**src/rtl/spi_cmd_sequencer_if.sv**
```systemverilog
// Bus bundle for spi_cmd_sequencer: host command/control side, the SPI-top
// strobe side, and the status outputs.
//
// Handshake semantics: cmd_wr, cmd_clr, start and abort are single-cycle
// requests sampled on every rising clk edge (there is no ready; a request
// the sequencer cannot honour is dropped, and for cmd_wr the drop is flagged
// on wr_err). trigger is a one-cycle strobe, and ep_dataout is valid in that
// cycle and holds afterwards. The SPI top answers with a one-cycle spi_done
// pulse, which only counts while the sequencer is waiting for it.
interface spi_cmd_sequencer_if #(
    parameter int DEPTH = 16
);
    localparam int CW = $clog2(DEPTH) + 1;

    logic          cmd_wr;
    logic [31:0]   cmd_din;
    logic          cmd_clr;
    logic          start;
    logic          abort;
    logic          spi_done;
    logic [31:0]   ep_dataout;
    logic          trigger;
    logic          busy;
    logic          seq_done;
    logic          timeout_err;
    logic          wr_err;
    logic [CW-1:0] cmd_count;
    logic [2:0]    state_dbg;

    modport master (
        output cmd_wr, cmd_din, cmd_clr, start, abort, spi_done,
        input  ep_dataout, trigger, busy, seq_done, timeout_err, wr_err,
               cmd_count, state_dbg
    );

    modport slave (
        input  cmd_wr, cmd_din, cmd_clr, start, abort, spi_done,
        output ep_dataout, trigger, busy, seq_done, timeout_err, wr_err,
               cmd_count, state_dbg
    );
endinterface

```
**src/rtl/spi_cmd_sequencer.sv**
```systemverilog
// spi_cmd_sequencer: stores a list of 32-bit SPI command words and replays
// it to the SPI top on start. Data-transfer words (bit30) wait for spi_done
// with a timeout; all other words are followed by a fixed idle gap.
module spi_cmd_sequencer #(
    parameter int DEPTH          = 16,
    parameter int GAP_CYCLES     = 3,
    parameter int TIMEOUT_CYCLES = 1024
) (
    input logic                clk,
    input logic                rst,
    spi_cmd_sequencer_if.slave bus
);
    localparam int CW      = $clog2(DEPTH) + 1;
    localparam int IW      = (DEPTH > 1) ? $clog2(DEPTH) : 1;
    // A zero gap would let two triggers touch, so the gap is at least one cycle.
    localparam int GAP_EFF = (GAP_CYCLES < 1) ? 1 : GAP_CYCLES;
    localparam int TMAX    = (TIMEOUT_CYCLES > GAP_EFF) ? TIMEOUT_CYCLES : GAP_EFF;
    localparam int TW      = $clog2(TMAX + 1);

    typedef enum logic [2:0] {
        S_IDLE   = 3'd0,
        S_ISSUE  = 3'd1,
        S_WAIT   = 3'd2,
        S_GAP    = 3'd3,
        S_FINISH = 3'd4
    } state_t;

    state_t         state;
    state_t         state_n;
    logic [IW-1:0]  index;
    logic [IW-1:0]  index_n;
    logic [TW-1:0]  timer;
    logic [TW-1:0]  timer_n;

    logic [31:0]    cmd_buf [DEPTH];

    logic [31:0]    ep_dataout_q, ep_dataout_n;
    logic           trigger_q, trigger_n;
    logic           busy_q, busy_n;
    logic           seq_done_q, seq_done_n;
    logic           timeout_q, timeout_n;
    logic           wr_err_q, wr_err_n;
    logic [CW-1:0]  count_q, count_n;

    logic           in_idle;
    logic           start_ok;
    logic           start_empty;
    logic           is_last;
    logic           wait_expired;
    logic           gap_over;
    logic           clr_ok;
    logic           wr_accept;
    logic           wr_reject;

    // Qualified requests and terminal-count conditions shared by both comb blocks.
    assign in_idle      = (state == S_IDLE);
    assign start_ok     = in_idle && bus.start && !bus.abort && (count_q != '0);
    assign start_empty  = in_idle && bus.start && !bus.abort && (count_q == '0);
    assign is_last      = (CW'(index) >= (count_q - CW'(1)));
    assign wait_expired = (timer == TW'(TIMEOUT_CYCLES - 1));
    assign gap_over     = (timer == TW'(GAP_EFF - 1));
    assign clr_ok       = in_idle && bus.cmd_clr;
    assign wr_accept    = in_idle && bus.cmd_wr && !bus.cmd_clr && (count_q < CW'(DEPTH));
    assign wr_reject    = bus.cmd_wr && !clr_ok && !wr_accept;

    // State register: sequencer position, list index and wait/gap timer.
    always_ff @(posedge clk or posedge rst) begin
        if (rst) begin
            state <= S_IDLE;
            index <= '0;
            timer <= '0;
        end else begin
            state <= state_n;
            index <= index_n;
            timer <= timer_n;
        end
    end

    // Next state: issue each entry once, then wait for spi_done or sit out the gap.
    always_comb begin
        state_n = state;
        index_n = index;
        timer_n = timer;
        case (state)
            S_IDLE: begin
                if (start_ok) begin
                    state_n = S_ISSUE;
                    index_n = '0;
                end
            end
            S_ISSUE: begin
                timer_n = '0;
                // ep_dataout_q already holds the word being issued this cycle.
                state_n = ep_dataout_q[30] ? S_WAIT : S_GAP;
            end
            S_WAIT: begin
                if (bus.spi_done) begin
                    if (is_last) begin
                        state_n = S_FINISH;
                    end else begin
                        state_n = S_ISSUE;
                        index_n = index + 1'b1;
                    end
                end else if (wait_expired) begin
                    state_n = S_IDLE;
                end else begin
                    timer_n = timer + 1'b1;
                end
            end
            S_GAP: begin
                if (gap_over) begin
                    if (is_last) begin
                        state_n = S_FINISH;
                    end else begin
                        state_n = S_ISSUE;
                        index_n = index + 1'b1;
                    end
                end else begin
                    timer_n = timer + 1'b1;
                end
            end
            S_FINISH: begin
                state_n = S_IDLE;
            end
            default: begin
                state_n = S_IDLE;
            end
        endcase
        // Abort outranks start, spi_done and every in-flight step.
        if (bus.abort && (state != S_IDLE)) begin
            state_n = S_IDLE;
        end
    end

    // Output values for the next cycle, derived from the next state so every output is a flop.
    always_comb begin
        trigger_n    = (state_n == S_ISSUE);
        ep_dataout_n = trigger_n ? cmd_buf[index_n] : ep_dataout_q;
        busy_n       = (state_n != S_IDLE);
        seq_done_n   = (state_n == S_FINISH) || start_empty;

        timeout_n = timeout_q;
        if (start_ok) begin
            timeout_n = 1'b0;
        end
        if ((state == S_WAIT) && !bus.abort && !bus.spi_done && wait_expired) begin
            timeout_n = 1'b1;
        end

        wr_err_n = wr_err_q;
        if (clr_ok) begin
            wr_err_n = 1'b0;
        end else if (wr_reject) begin
            wr_err_n = 1'b1;
        end

        count_n = count_q;
        if (clr_ok) begin
            count_n = '0;
        end else if (wr_accept) begin
            count_n = count_q + 1'b1;
        end
    end

    // Output and entry-count registers, cleared asynchronously by rst.
    always_ff @(posedge clk or posedge rst) begin
        if (rst) begin
            ep_dataout_q <= '0;
            trigger_q    <= 1'b0;
            busy_q       <= 1'b0;
            seq_done_q   <= 1'b0;
            timeout_q    <= 1'b0;
            wr_err_q     <= 1'b0;
            count_q      <= '0;
        end else begin
            ep_dataout_q <= ep_dataout_n;
            trigger_q    <= trigger_n;
            busy_q       <= busy_n;
            seq_done_q   <= seq_done_n;
            timeout_q    <= timeout_n;
            wr_err_q     <= wr_err_n;
            count_q      <= count_n;
        end
    end

    // Command storage; contents survive reset, only the count is cleared.
    always_ff @(posedge clk) begin
        if (wr_accept) begin
            cmd_buf[count_q[IW-1:0]] <= bus.cmd_din;
        end
    end

    assign bus.ep_dataout  = ep_dataout_q;
    assign bus.trigger     = trigger_q;
    assign bus.busy        = busy_q;
    assign bus.seq_done    = seq_done_q;
    assign bus.timeout_err = timeout_q;
    assign bus.wr_err      = wr_err_q;
    assign bus.cmd_count   = count_q;
    assign bus.state_dbg   = state;
endmodule

```
**src/flat_wrapper.sv**
```systemverilog
// flat-port wrapper written by rule: the top's interface ports become plain ports
module spi_cmd_sequencer_flat 
#(
    parameter int DEPTH          = 16,
    parameter int GAP_CYCLES     = 3,
    parameter int TIMEOUT_CYCLES = 1024
)
  (clk, rst, bus_cmd_wr, bus_cmd_din, bus_cmd_clr, bus_start, bus_abort, bus_spi_done, bus_ep_dataout, bus_trigger, bus_busy, bus_seq_done, bus_timeout_err, bus_wr_err, bus_cmd_count, bus_state_dbg);
  spi_cmd_sequencer_if #(.DEPTH(DEPTH)) bus_i ();
  input logic clk;
  input logic rst;
  input wire logic [$bits(bus_i.cmd_wr)-1:0] bus_cmd_wr;
  input wire logic [$bits(bus_i.cmd_din)-1:0] bus_cmd_din;
  input wire logic [$bits(bus_i.cmd_clr)-1:0] bus_cmd_clr;
  input wire logic [$bits(bus_i.start)-1:0] bus_start;
  input wire logic [$bits(bus_i.abort)-1:0] bus_abort;
  input wire logic [$bits(bus_i.spi_done)-1:0] bus_spi_done;
  output wire logic [$bits(bus_i.ep_dataout)-1:0] bus_ep_dataout;
  output wire logic [$bits(bus_i.trigger)-1:0] bus_trigger;
  output wire logic [$bits(bus_i.busy)-1:0] bus_busy;
  output wire logic [$bits(bus_i.seq_done)-1:0] bus_seq_done;
  output wire logic [$bits(bus_i.timeout_err)-1:0] bus_timeout_err;
  output wire logic [$bits(bus_i.wr_err)-1:0] bus_wr_err;
  output wire logic [$bits(bus_i.cmd_count)-1:0] bus_cmd_count;
  output wire logic [$bits(bus_i.state_dbg)-1:0] bus_state_dbg;
  assign bus_i.cmd_wr = bus_cmd_wr;
  assign bus_i.cmd_din = bus_cmd_din;
  assign bus_i.cmd_clr = bus_cmd_clr;
  assign bus_i.start = bus_start;
  assign bus_i.abort = bus_abort;
  assign bus_i.spi_done = bus_spi_done;
  assign bus_ep_dataout = bus_i.ep_dataout;
  assign bus_trigger = bus_i.trigger;
  assign bus_busy = bus_i.busy;
  assign bus_seq_done = bus_i.seq_done;
  assign bus_timeout_err = bus_i.timeout_err;
  assign bus_wr_err = bus_i.wr_err;
  assign bus_cmd_count = bus_i.cmd_count;
  assign bus_state_dbg = bus_i.state_dbg;
  spi_cmd_sequencer #(.DEPTH(DEPTH), .GAP_CYCLES(GAP_CYCLES), .TIMEOUT_CYCLES(TIMEOUT_CYCLES)) u_core (.clk(clk), .rst(rst), .bus(bus_i));
endmodule
```
**config.mk**
```make
export PLATFORM = sky130hd
export DESIGN_NAME = spi_cmd_sequencer_flat
export DESIGN_NICKNAME = d
export VERILOG_FILES = /design/src/rtl/spi_cmd_sequencer_if.sv /design/src/rtl/spi_cmd_sequencer.sv /design/src/flat_wrapper.sv
export SDC_FILE = /design/constraint.sdc
export NUM_CORES = 1
export LEC_CHECK = 0
export BUFFER_PORTS_ARGS = -buffer_cell sky130_fd_sc_hd__buf_2
export CAP_MARGIN = 20
export CORE_ASPECT_RATIO = 0.5
export CORE_MARGIN = 1
export CORE_UTILIZATION = 35
export DETAILED_ROUTE_END_ITERATION = 10
export PLACE_DENSITY = 0.56
export SLEW_MARGIN = 20
export SYNTH_ARGS = -nofsm -noshare
export SYNTH_HDL_FRONTEND = slang
export SYNTH_SLANG_ARGS = --single-unit
```
**constraint.sdc**
```tcl
create_clock -name clk -period 5.45 [get_ports clk]
set_input_delay 0.8175 -clock clk [delete_from_list [all_inputs] [get_ports clk]]
set_output_delay 0.8175 -clock clk [all_outputs]
set_load 0.005 [all_outputs]
```
# Yosys cells after proc, flatten, opt, wreduce, memory -nomap -nowiden
# Memories as Yosys holds them, arrays and structs flattened. A register that Yosys moved wholly into a read port is not among the register bits.
# Index checks and enable logic that the tools add are counted.
# Widths: inputs -> output; s select.
dict set report op_classes {
  add_sub_neg 4
  order_cmp 2
  n_eq_ne 10
  muxes 25
  reduce_logical 30
}
# cell n
set ops {}
lappend ops {{$mux 11} 3}
lappend ops {{$pmux 11 s3} 1}
lappend ops {{$mux 3} 6}
lappend ops {{$mux 4} 4}
lappend ops {{$logic_and 1x1->1} 14}
lappend ops {{$pmux 3 s4} 1}
lappend ops {{$pmux 4 s3} 1}
lappend ops {{$add 11x1->11 const B} 1}
lappend ops {{$eq 11x10->1 const B} 1}
lappend ops {{$eq 11x2->1 const B} 1}
lappend ops {{$mux 5} 2}
lappend ops {{$reduce_bool 3->1} 3}
lappend ops {{$mux 1} 7}
lappend ops {{$eq 3x1->1 const B} 2}
lappend ops {{$eq 3x2->1 const B} 2}
lappend ops {{$ne 2x2->1 const B} 3}
lappend ops {{$reduce_bool 2->1} 3}
lappend ops {{$add 5x1->5 const B} 1}
lappend ops {{$ge 4x5->1} 1}
lappend ops {{$logic_not 1->1} 5}
lappend ops {{$logic_not 5->1} 1}
lappend ops {{$lt 5x5->1 const B} 1}
lappend ops {{$reduce_bool 5->1} 1}
lappend ops {{$sub 5x1->5 const B} 1}
lappend ops {{other kinds (5)} 5}
dict set report totals {
  register_bits 28
  ramBits 512
  in_bits 39
  mem_count 1
}
# memory depth width rd rd_clocked_by_memory_dff write_ports line
set memory_table {}
lappend memory_table {u_core.cmd_buf 16 32 1 1 1 spi_cmd_sequencer.sv:35} ;# logic [31:0] cmd_buf [DEPTH];

# Longest topological paths before layout
dict set report depth {
  depth_word 9
  ltp_mapped 17
  mapped_depth_nobuf 14
}

# Worst setup path after synthesis
# Ideal clock, no wire load.
dict set report synth_path {
  path_kind {reg2reg}
  from {register u_core.state[1] (netlist: u_core.bus.state_dbg[1])}
  to {memory u_core.cmd_buf[3][0], enable pin}
  setup_ns 0.461
  arrival_time_ns 3.802
  t_required_ns 4.989
  slack_ns 1.187
  path_stages_with_launch 8
  n_path_buf 2
  period_less_slack_ns 4.263
  cell_sequence {dfrtp_1 clkbuf_1 or2_2 nor2_1 and3_1 clkbuf_1 nand2_1 nor3_1}
}
dict set report synth_between {
  elab_chain_cells 6
}
# item line
set synth_rtl {}
lappend synth_rtl {{from (decl)} spi_cmd_sequencer.sv:28} ;# state_t state;
lappend synth_rtl {{from (signal assigned)} spi_cmd_sequencer.sv:73} ;# state <= state_n;
lappend synth_rtl {{$logic_not 3->1} spi_cmd_sequencer.sv:56} ;# assign in_idle = (state == S_IDLE);
lappend synth_rtl {{$logic_and 1x1->1 (3 in series)} spi_cmd_sequencer.sv:63} ;# assign wr_accept = in_idle && bus.cmd_wr && !bus.cmd_clr && (count_q < CW'(DEPTH));
lappend synth_rtl {{$mux 1} spi_cmd_sequencer.sv:188} ;# if (wr_accept) begin
lappend synth_rtl {{$mux 1 (implied by the code)} spi_cmd_sequencer.sv:189} ;# cmd_buf[count_q[IW-1:0]] <= bus.cmd_din;
lappend synth_rtl {{to (decl)} spi_cmd_sequencer.sv:35}
# Every way passes these cells.

# Worst setup path after layout
dict set report layout_path {
  from {register u_core.count_q[0] (netlist: u_core.bus.cmd_count[0])}
  to {register u_core.ep_dataout_q[1] (netlist: u_core.bus.ep_dataout[1]), read port of u_core.cmd_buf}
}
dict set report layout_between {
  elab_cells_between_ends 16
  cone_classes {add/sub (1); order compare (1); eq/ne (1); mux (11); reduce/logical (2)}
}
# item line
set layout_lines {}
lappend layout_lines {{from (decl)} spi_cmd_sequencer.sv:43} ;# logic [CW-1:0] count_q, count_n;
lappend layout_lines {{from (signal assigned)} spi_cmd_sequencer.sv:182} ;# count_q <= count_n;
lappend layout_lines {{$sub 5x1->5} spi_cmd_sequencer.sv:59} ;# assign is_last = (CW'(index) >= (count_q - CW'(1)));
lappend layout_lines {{$ge 4x5->1} spi_cmd_sequencer.sv:59}
lappend layout_lines {{$mux 4} {spi_cmd_sequencer.sv:98, spi_cmd_sequencer.sv:112}}
lappend layout_lines {{$mux 4, on equally long branches} {spi_cmd_sequencer.sv:111, spi_cmd_sequencer.sv:97}}
lappend layout_lines {{$pmux 4 s3 (*)} spi_cmd_sequencer.sv:84} ;# case (state)
lappend layout_lines {{net u_core.index_n[2]} spi_cmd_sequencer.sv:31} ;# logic [IW-1:0] index_n;
lappend layout_lines {{to (decl)} spi_cmd_sequencer.sv:37} ;# logic [31:0] ep_dataout_q, ep_dataout_n;
# Mark *: on every way through the listed nets, which the timed path passes. The rest lies on a longest branch.
# A chain may end at the register's enable or synchronous reset.

==> impl_metrics.py <==
metrics = {
    "critical_path": {
        "critPathTopFamily": "compound AO/OA/AOI/OAI gates",
        "cp_slowest_cell": "and2_4",
        "required_ps": 5920,
        "critPathMaxFanout": 47,
        "critPathBufInv": 2,
        "worstSetupPathType": "flop to flop",
        "slowest_delay_ps": 700,
        "cp-end-kind": "flop",
        "arrival_ps": 4360,
        "worstPathCellList": "inv_1 > ha_1 > ha_1 > a2111o_1 > nand3_1 > a31oi_1 > a31oi_4 > and2_4 > buf_4 > a32oi_1 > a32oi_1 > nand2_1",
        "startpoint_type": "flop",
    },
    "yosys": {
        "synth.top_cells.by_area": "edfxtp_1, nand2_1, dfrtp_1, a32oi_1, mux2i_1",
        "synth-seq-cells": 572,
        "synth_warnings": 0,
        "synth-async-reset-ratio": 0.1049,
        "syn_nets": 1617,
        "ys_top_cells_by_count": "edfxtp_1, nand2_1, nand3_1",
        "synth_ff_type": "edfxtp_1",
        "yosysSeqAreaShare": 0.7545,
        "syn_avg_cell_area_um2": 14.27,
        "yosysMostFrequentCell": "edfxtp_1",
        "synth_cells": 1567,
        "synth_largest_area_cell": "edfxtp_1",
        "synth-edff-count": 512,
        "synth.cell_area_mm2": 0.02237,
        "synth_cell_type_count": 49,
        "synth.top_cell.area_share": 0.6874,
    },
    "detailed_routing": {
        "antenna_left": 0,
        "drtPass1Iterations": 5,
        "route.vias.total": 13250,
        "wl_per_cell_um": 21.85,
        "wl_um": 55490,
        "drc": 0,
        "vias_per_cell": 5.216,
        "drtIter0Drc": 1102,
    },
    "sta": {
        "fin_crit_sh": 0.7142,
        "period_minus_slack_ps": 3892,
        "rsz0062_at_grt": "false",
        "hold_viol_final": 0,
        "slew_viol_final": 0,
        "tightest_slew_ps": 1160,
        "finClkSkew_ps": 23.94,
        "slew_headroom": 0.2245,
        "setup_tns_ps": 0,
        "setup_viol": 0,
        "fmax_mhz": 256.9,
    },
    "finish": {
        "fin_nets": 1705,
        "final_layout_size_suffix_gt1_frac": 0.1382,
        "area_growth_pct": 14.66,
        "fill_cells": 5786,
    },
    "power": {
        "p_per_area_mw_per_mm2": 465.9,
        "power.total_uw": 11950,
        "power_leakage_uw": 0.008725,
        "max-vdd-ir-drop_mv": 0.4643,
    },
    "placement": {
        "gp_congestion": 0.7722,
        "hpwl_um": 29110,
        "port_buffers": 83,
    },
    "global_route": {
        "grt.overflow.total": 0,
        "grt_max_degree": 193,
        "met2_usage": 0.2712,
        "top_usage_layer": "met2",
        "grt_pass1_wl_um": 82740,
        "use_met3": 0.02265,
        "grt_use_met1": 0.2416,
        "grt_pass1_vias": 12810,
        "antenna_found_initial": 4,
        "grt_usage": 0.1677,
    },
    "clock_network": {
        "cts_resized": 0,
        "htree_num_levels": 2,
        "cts_tree": "yes",
        "clock_latency_ps": 600,
        "cts_made_buffers": 54,
        "cts.path.max_buffers": 3,
        "cts-hold-fix-buffers": 0,
        "clkSinkCount": 572,
        "cts_setup_buffers": 0,
        "root_buffer": "clkbuf_16",
        "clk_pin_slew_ps": 60,
    },
    "floorplanning": {
        "dieArea_mm2": 0.06498,
        "fp-row-count": 65,
        "fp.dieH_um": 180.8,
        "coreArea_mm2": 0.06311,
        "fp.dieW_um": 359.5,
        "ioPinCount": 84,
        "initial_utilization": 0.3544,
    },
    "flow_run": {
        "cap_violations": 0,
    },
    "outcome": {
        "status": "completed",
    },
    "worst_hold_path": {
        "hp-class": "input pin to async pin",
    },
}
==> metrics by stage <==
| step | instance area, µm² | std cells | hold WS (ps) | setup WS, ps | utilization |
|---|---|---|---|---|---|
| floorplan | 22370 | 1567 | 470.8 | 1187 | - |
| global placement | 23840 | 2434 | 472.5 | 1676 | 0.3778 |
| detailed placement | 23870 | 2435 | 474.5 | 1560 | 0.3782 |
| CTS | 25620 | 2537 | 364.3 | 1501 | 0.4059 |
| global route | 25640 | 2539 | 398.6 | 1275 | 0.4063 |
| finish | 25640 | 2540 | 350.1 | 1558 | 0.4063 |
==> logic make-up after synthesis <==
kind of cell,count (synthesis),synth area share
compound gates,156,0.05656
xor+xnor,14,0.005482
fa+ha+maj,11,0.006153
buf+inv,102,0.02394
flops,572,0.7545
mux,65,0.02909
simple gates,647,0.1242
==> sequential cells by signal (all words and copies together), names as in the netlist <==
register                count
u_core.bus.busy             1
u_core.bus.cmd_count        5
u_core.bus.ep_dataout      32
u_core.bus.seq_done         1
u_core.bus.state_dbg        3
u_core.bus.timeout_err      1
u_core.bus.trigger          1
u_core.bus.wr_err           1
u_core.cmd_buf            512
u_core.index                4
u_core.timer               11
==> worst register-to-register path, stage by stage (launching register included) <==
cell and delay (ps):
dfrtp_1 460, inv_1 120, ha_1 330, ha_1 290, a2111o_1 400, nand3_1 220, a31oi_1 170, a31oi_4 280
and2_4 700, buf_4 340, a32oi_1 140, a32oi_1 260, nand2_1 70
==> path summary, 6_finish.rpt <==
kind	from	to	slack [ps]	cells past startpoint
worst max-delay path	u_core.bus.cmd_count[0]	u_core.bus.ep_dataout[1]	1560	12
worst min-delay path	rst	u_core.timer[10]	350	2
worst max register to register	u_core.bus.cmd_count[0]	u_core.bus.ep_dataout[1]	1560	12
worst min register to register	u_core.bus.timeout_err	u_core.bus.timeout_err	480	2
max in group asynchronous	rst	u_core.bus.ep_dataout[11]	4080	3
min in group clk	u_core.bus.timeout_err	u_core.bus.timeout_err	480	2
==> where the power goes <==
group | switching (µW) | internal [µW]
logic | 2060 | 984
registers | 159 | 5020
clock network | 1660 | 2070
total | 3880 | 8070
==> routing by layer <==
layer / wire length [µm] / vias up
li1: - / 6046
met4: 942 / 2
met3: 2685 / 67
met2: 25790 / 338
met1: 26060 / 6795
met5: 13 / -
==> layout by cell type (no fill, tap or decap), types with 7 or more instances in the layout <==
cell and count:
buf_2 83, buf_4 33, xor2_1 7, nand4_1 36
nand2_1 427, nand3_1 106, a32oi_1 96, clkinv_1 13
dfrtp_1 60, xnor2_1 7, a31oi_1 36, inv_1 9
ha_1 11, clkbuf_1 14, clkinv_2 8, mux2i_1 65
edfxtp_1 512, nor2_1 26, nand2b_1 8, clkbuf_16 55
nor2_4 14
==> cell type report <==
cell class / count / area (µm²) / share of cell area
antenna: 2 / 5.005 / 0.0001952
clock buffer: 73 / 1484 / 0.05786
clock inverter: 29 / 267.8 / 0.01044
inverter: 11 / 50.05 / 0.001952
multi-input combinational: 893 / 5104 / 0.1990
sequential: 572 / 16880 / 0.6581
tap: 837 / 1047 / 0.04084
timing repair buffer: 123 / 810.8 / 0.03162
(Power assumes the default switching activity.)
